File: src/rtl/sar_search4_pkg.sv
// Shared definitions for the 4-bit successive-approximation search engine.
//   sar_state_t   : FSM state encoding (IDLE/TEST/DONE)
//   SAR_W         : width of the searched value, trial word and result
//   SAR_MAX_STEPS : largest number of compares a single search can take
package sar_search4_pkg;

    localparam int         SAR_W         = 4;
    localparam logic [2:0] SAR_MAX_STEPS = 3'd4;

    typedef enum logic [1:0] {
        IDLE = 2'd0,
        TEST = 2'd1,
        DONE = 2'd2
    } sar_state_t;

endpackage

File: src/rtl/sar_search4_comp4.sv
// 4-bit magnitude comparator, purely combinational.
//   a, b : unsigned operands
//   eq   : a == b
//   lt   : a <  b
module comp4 (
    input  logic [3:0] a,
    input  logic [3:0] b,
    output logic       eq,
    output logic       lt
);

    assign eq = (a == b);
    assign lt = (a <  b);

endmodule

File: src/rtl/sar_search4.sv
// Successive-approximation search engine: finds a latched 4-bit target by
// binary search, deciding one trial bit per clock from comp4's eq/lt.
//
// state | meaning
// ------+------------------------------------------------------------
// IDLE  | waiting for start; result/steps hold the last search
// TEST  | one compare/decision per clock, busy = 1
// DONE  | single-cycle done pulse, result/steps valid
//
// Ports:
//   clk    : system clock, rising edge
//   rst_n  : asynchronous active-low reset (aborts a search, no done)
//   start  : search request, only looked at in IDLE
//   target : value to search for, captured when start is accepted
//   busy   : high while in TEST
//   done   : one-cycle pulse when result/steps become valid
//   result : search result, held until the next accepted start
//   steps  : number of compares used (1..4), held with result
//
// EARLY_EXIT = 1 finishes on the first eq from comp4; 0 always does 4 compares.
module sar_search4
    import sar_search4_pkg::*;
#(
    parameter bit EARLY_EXIT = 1'b1
) (
    input  logic             clk,
    input  logic             rst_n,
    input  logic             start,
    input  logic [SAR_W-1:0] target,
    output logic             busy,
    output logic             done,
    output logic [SAR_W-1:0] result,
    output logic [2:0]       steps
);

    sar_state_t       state_q, state_d;
    logic [SAR_W-1:0] target_q, target_d;
    logic [SAR_W-1:0] trial_q, trial_d;
    logic [SAR_W-1:0] result_q, result_d;
    logic [1:0]       k_q, k_d;
    logic [2:0]       steps_q, steps_d;

    logic [SAR_W-1:0] bit_k;
    logic [SAR_W-1:0] trial_dec;
    logic [2:0]       steps_inc;
    logic             eq;
    logic             lt;

    comp4 u_comp4 (
        .a  (target_q),
        .b  (trial_q),
        .eq (eq),
        .lt (lt)
    );

    always_ff @(posedge clk or negedge rst_n) begin
        if (!rst_n) begin
            state_q  <= IDLE;
            target_q <= '0;
            trial_q  <= '0;
            result_q <= '0;
            k_q      <= 2'd3;
            steps_q  <= 3'd0;
        end else begin
            state_q  <= state_d;
            target_q <= target_d;
            trial_q  <= trial_d;
            result_q <= result_d;
            k_q      <= k_d;
            steps_q  <= steps_d;
        end
    end

    always_comb begin
        state_d  = state_q;
        target_d = target_q;
        trial_d  = trial_q;
        result_d = result_q;
        k_d      = k_q;
        steps_d  = steps_q;

        bit_k     = 4'b0001 << k_q;
        // Trial too big: the bit under test cannot be part of the answer.
        trial_dec = lt ? (trial_q & ~bit_k) : trial_q;
        // Saturating increment; the compare count can never legitimately pass 4.
        steps_inc = (steps_q == SAR_MAX_STEPS) ? steps_q : steps_q + 3'd1;

        case (state_q)
            IDLE: begin
                if (start) begin
                    target_d = target;
                    trial_d  = 4'b1000;
                    k_d      = 2'd3;
                    steps_d  = 3'd0;
                    state_d  = TEST;
                end
            end
            TEST: begin
                steps_d = steps_inc;
                if (EARLY_EXIT && eq) begin
                    result_d = trial_q;
                    state_d  = DONE;
                end else if (k_q == 2'd0) begin
                    result_d = trial_dec;
                    state_d  = DONE;
                end else begin
                    // Next lower bit becomes the one under test.
                    trial_d = trial_dec | (bit_k >> 1);
                    k_d     = k_q - 2'd1;
                end
            end
            DONE: begin
                state_d = IDLE;
            end
            default: begin
                state_d = IDLE;
            end
        endcase
    end

    assign busy   = (state_q == TEST);
    assign done   = (state_q == DONE);
    assign result = result_q;
    assign steps  = steps_q;

endmodule
File: config.mk
export PLATFORM = sky130hd
export DESIGN_NAME = sar_search4
export DESIGN_NICKNAME = d
export VERILOG_FILES = /design/src/rtl/sar_search4_pkg.sv /design/src/rtl/sar_search4_comp4.sv /design/src/rtl/sar_search4.sv
export SDC_FILE = /design/constraint.sdc
export NUM_CORES = 1
export LEC_CHECK = 0
export CAP_MARGIN = 20
export CELL_PAD_IN_SITES_DETAIL_PLACEMENT = 1
export CELL_PAD_IN_SITES_GLOBAL_PLACEMENT = 2
export CORE_MARGIN = 1
export CORE_UTILIZATION = 33
export DETAILED_ROUTE_END_ITERATION = 10
export PLACE_DENSITY = 0.79
export SLEW_MARGIN = 10
export SYNTH_ARGS = -nofsm -noshare
export SYNTH_HDL_FRONTEND = slang
export SYNTH_SLANG_ARGS = --single-unit
File: constraint.sdc
create_clock -name clk -period 2.7 [get_ports clk]
set_clock_uncertainty 0.15 [all_clocks]
set_input_delay 0.27 -clock clk [delete_from_list [all_inputs] [get_ports clk]]
set_output_delay 0.27 -clock clk [all_outputs]
set_load 0.01 [all_outputs]
Yosys cells after proc, flatten, opt, wreduce, memory -nomap -nowiden. Cells that the tools add are included.

Register bits after elaboration: 19. Bits in latches: 0. RAM bits: 0. ROM bits: 0. Output and inout port bits: 9. Memories: 0.

$add $sub $neg: 2. Multiply operators: 0. Div/mod/pow operators: 0. Order comparisons: 1. Equality and inequality tests: 9. Shift-type cells: 1. Mux-type cells: 18. Bitwise operators: 3. Reductions and logical operators: 9.

Operators with widths (number): 4-bit 2-to-1 mux (6); 2-bit 2-to-1 mux (6); 2-bit inequality test (second input constant) (4); 2-bit case mux with 2 select lines (2); 4-bit case mux with 2 select lines (1); 3-bit 2-to-1 mux (2); 3-bit case mux with 2 select lines (1); 2-bit AND reduction (3); 4-bit AND (1); 4-bit equality test (1); 2-bit zero test (2); 4-bit < comparator (1); 4-bit NOT (1); 4-bit by 3-bit bitwise OR with 4-bit output (1); 4-bit AND reduction (1); 2-bit nonzero test (2); 1-bit by 2-bit left shift with 4-bit output (first input constant) (1); 3-bit by 1-bit adder with 3-bit output (second input constant) (1); 3-bit equality test (second input constant) (1); 3-bit by 1-bit inequality test with 1-bit output (second input constant) (1); 3-bit AND reduction (1); 2-bit by 1-bit equality test with 1-bit output (second input constant) (1); 2-bit equality test (second input constant) (1); 2-bit by 1-bit subtractor with 2-bit output (second input constant) (1).

Logic depth before layout (Yosys ltp).
Word-level depth: 8. Depth in mapped cells: 7. Depth with buffers taken out: 6.

By module. Synthesis repeated with hierarchy kept, for this count alone.

Cell total of the unflattened synthesis: 95. Area, all modules: 1082.3 sq um.

Modules (own cells, without submodules): sar_search4 (times used 1, cells each 81, area an instance 979.7 sq um); comp4 (times used 1, cells each 14, area an instance 102.6 sq um).

Worst setup path before layout. No wires, ideal clock.

Path kind: register to register. Start: register k_q[0]. End: register trial_q[1]. Setup time: 0.126 ns. Data arrival time: 1.681 ns. Setup slack: 0.743 ns. Cell stages (with the launch flop): 8. Buffers on the path: 1. Period minus slack after synthesis: 1.957 ns. Cells stage by stage: dfstp_2 inv_1 ha_1 a41o_1 nor3b_2 buf_6 nor2_2 a221o_1.

Cells in the longest elaborated chain, start to end: 8.

RTL lines: start: declaration (RTL line sar_search4.sv:40) `logic [1:0] k_q, k_d;`; start signal: assignment (RTL line sar_search4.sv:69) `k_q <= k_d;`; 1-bit by 2-bit left shift with 4-bit output (RTL line sar_search4.sv:82) `bit_k = 4'b0001 << k_q;`; 4-bit NOT (RTL line sar_search4.sv:84) `trial_dec = lt ? (trial_q & ~bit_k) : trial_q;`; 4-bit AND (RTL line sar_search4.sv:84); 4-bit 2-to-1 mux (RTL line sar_search4.sv:84); 4-bit by 3-bit bitwise OR with 4-bit output (RTL line sar_search4.sv:108) `trial_d = trial_dec | (bit_k >> 1);`; 4-bit 2-to-1 mux (RTL line sar_search4.sv:103) `end else if (k_q == 2'd0) begin`; 4-bit 2-to-1 mux (RTL line sar_search4.sv:100) `if (EARLY_EXIT && eq) begin`; 4-bit case mux with 2 select lines (RTL line sar_search4.sv:88) `case (state_q)`; end signal: assignment (RTL line sar_search4.sv:67) `trial_q <= trial_d;`; end: declaration (RTL line sar_search4.sv:38) `logic [SAR_W-1:0] trial_q, trial_d;`.

Several ways; a longest one is shown, not always the timed one. The select of a mux whose other input is x is not followed. A chain may end at the register's enable or synchronous reset.

Worst setup path after layout.
Start: register state_q[0]. End: output port busy.

Cells in the longest elaborated chain, start to end: 1.

RTL lines: start: declaration (RTL line sar_search4.sv:36) `sar_state_t state_q, state_d;`; start signal: assignment (RTL line sar_search4.sv:65) `state_q <= state_d;`; 2-bit by 1-bit equality test with 1-bit output (RTL line sar_search4.sv:121) `assign busy = (state_q == TEST);`; end: declaration (RTL line sar_search4.sv:30) `output logic busy,`.

No other way between the ends.

==> impl_metrics.csv <==
group,metric,value,unit
timing,drv_slew,0,
final_layout,layout_common_cells,"17 x dfrtp_1, 15 x clkdlybuf4s50_1, 14 x inv_1",
yosys,synth_edf_count,0,
yosys,ys_ff_latch,19,
critical_path,crit_fanout,7,
yosys,synth_nets,114,
global_route,grt-ovfl-total,0,
global_route,first_global_vias,814,
final_layout,diodes,0,
detailed_routing,wl,2180,um
global_route,grtUsageMet1,18.9,%
global_route,grt_usage,14.8,%
die,core_area,2850,um2
die,rows,19,
global_route,grt_max_degree,20,
critical_path,slowest_stage,"clkdlybuf4s50_1",
yosys,yosys-top-cells-area,"dfrtp_1 42%, ha_1 12%, dfstp_2 5.1%",
yosys,synth_cells,97,
critical_path,max_stage_delay,590,ps
outcome,violations,"design-rule violations",
die,start_util,35.8,%
global_route,grt_busiest_layer,"met2",
timing,rsz0062_at_grt,"no",
cts,cts_setup_buffers,0,
timing,period_needed,2080,ps
timing,finalSetupTns,0,ps
final_layout,nFillCells,329,
detailed_routing,wl_per_cell,14.8,um
critical_path,endpoint_kind,"output port",
cts,clk_latency,300,ps
cts,clockBufferDepth,2,
detailed_routing,ant_nets,0,
detailed_routing,drc_errors,1,
cts,clkTransAtPathRegs,110,ps
global_route,grt_use_met3,2.23,%
detailed_routing,vias,777,
die,fp.dieArea,3320,um2
timing,finalSetupViolCount,0,
detailed_routing,via_per_inst,5.29,
yosys,avgSynthCellArea,10.5,um2
die,io_pins,16,
job,maxCapViolations,0,
global_route,grt_pass1_wl,3700,um
yosys,yosysTopAreaCell,"dfrtp_1",
yosys,synth.cell_area,1020,um2
critical_path,critPathKind,"flop to output port",
power,peakVddDrop,0.437,mV
cts,tritoncts,"done",
die,die_w,57.6,um
final_layout,drive_above_1_share,11.2,%
cts,numCtsBuffers,3,
cts,numClockSinks,19,
yosys,async_flop_share,100,%
cts,clock-root-buffer,"clkbuf_4",
outcome,outcome,"finished with violations",
critical_path,startpoint_type,"flop",
critical_path,arrival,1660,ps
detailed_routing,drtPass1Iterations,7,
timing,max_freq,480,MHz
timing,max_slew.worst_pin.slew,878,ps
hold_path,hp-class,"primary input to async pin",
power,power.density,1320,nW/um2
power,p_leak,0.000597,uW
final_layout,final_common_cell,"dfrtp_1",
timing,finalCritPeriodShare,77.1,%
placed_design,gp_congestion,0.760,
yosys,yosys_warnings,0,
global_route,met2_usage,23.9,%
cts,htreeDepth,1,
placed_design,portBuffers,15,
cts,cts_resized,0,
final_layout,nNetsFinal,134,
die,chipHeight,57.6,um
critical_path,cp.required,2280,ps
yosys,ys_types,27,
critical_path,cp_cell_sequence,"nor2b_1 -> clkdlybuf4s50_1",
yosys,ys.flop_type,"dfrtp_1",
yosys,ys_seq_area_share,46.8,%
final_layout,areaGrowthSynthToFinish,21.0,%
global_route,antenna_found_initial,0,
yosys,synth_top_area_share,41.7,%
detailed_routing,dr.first_iter.drc_count,12,
cts,ctsHoldBuffers,0,
placed_design,dp_hpwl,1610,um
timing,hold_viol_final,0,
final_layout,fin_util,43.3,%
timing,slew_headroom,41.3,%
## layer usage
layer  share of wire [%]  wire length (um)  vias up
li1                    -                 -      381
met5                   0                 0        -
met2                  48              1040       18
met1                  47              1040      372
met4                 1.8                39        0
met3                 3.1                67        6
## stage by stage
stage | hold WS [ps] | area (um2) | total power [uW] | setup WS [ps] | instances
after floorplan | -176 | 1020 | 1190 | 743 | 97
after global placement | 311 | 1210 | 1460 | 723 | 143
after detailed placement | 320 | 1210 | 1500 | 637 | 143
after CTS | 324 | 1230 | 1660 | 590 | 147
after global routing | 368 | 1230 | 1780 | 531 | 147
final | 306 | 1230 | 1640 | 619 | 147
## final cells by class
type	instances	area (um2)	share of cell area, %
Clock buffer	4	26.3	2.13
Inverter	14	52.6	4.26
Multi-Input combinational cell	62	474	38.4
Sequential cell	19	478	38.7
Tap cell	31	38.8	3.14
Timing Repair Buffer	17	165	13.4
## worst max-delay path: cells and delay by family (launching register included)
kind | cells | cell delay (ps)
buffers and inverters | 1 | 590
flip-flops | 1 | 480
AND/OR/NAND/NOR | 1 | 290
## where the power goes
| group | leakage, uW | internal [uW] | switching (uW) |
|---|---|---|---|
| Clock | 0.0000150 | 57.6 | 91.0 |
| Combinational | 0.000350 | 443 | 483 |
| Sequential | 0.000232 | 432 | 129 |
## Yosys cell counts (3+ instances only)
library cell and number:
dfrtp_1 17, nor2_1 3, o21ai_0 8, ha_1 10, mux2_2 3, nand2_1 7
o31ai_1 3, a21oi_1 5, inv_1 14, nor3_1 3
## cell families after synthesis
| logic type | count (synthesis) | share of synthesized area, % |
|---|---|---|
| adders and majority gates | 10 | 12.3 |
| DFF | 19 | 46.8 |
| buffers and inverters | 16 | 6.74 |
| AOI/OAI and AO/OA | 28 | 19.2 |
| and+or+nand+nor | 21 | 11.6 |
| muxes | 3 | 3.31 |
## worst paths after layout
check	slack, ps	endpoint	cells after the start	startpoint
max in group asynchronous	1560	steps[2]	1	rst_n
worst min-delay path	310	steps[1]	1	rst_n
worst max-delay path	620	busy	2	state_q[0]
worst max register to register	630	trial_q[2]	6	trial_q[2]
min in group clk	340	result[1]	2	result[1]
worst min register to register	340	result[1]	2	result[1]
## sequential cells by signal, indices dropped and copies added (netlist names)
name	flops
target_q	4
trial_q	4
k_q	2
steps	3
state_q	2
result	4
Power figures use the tool's default switching activity.
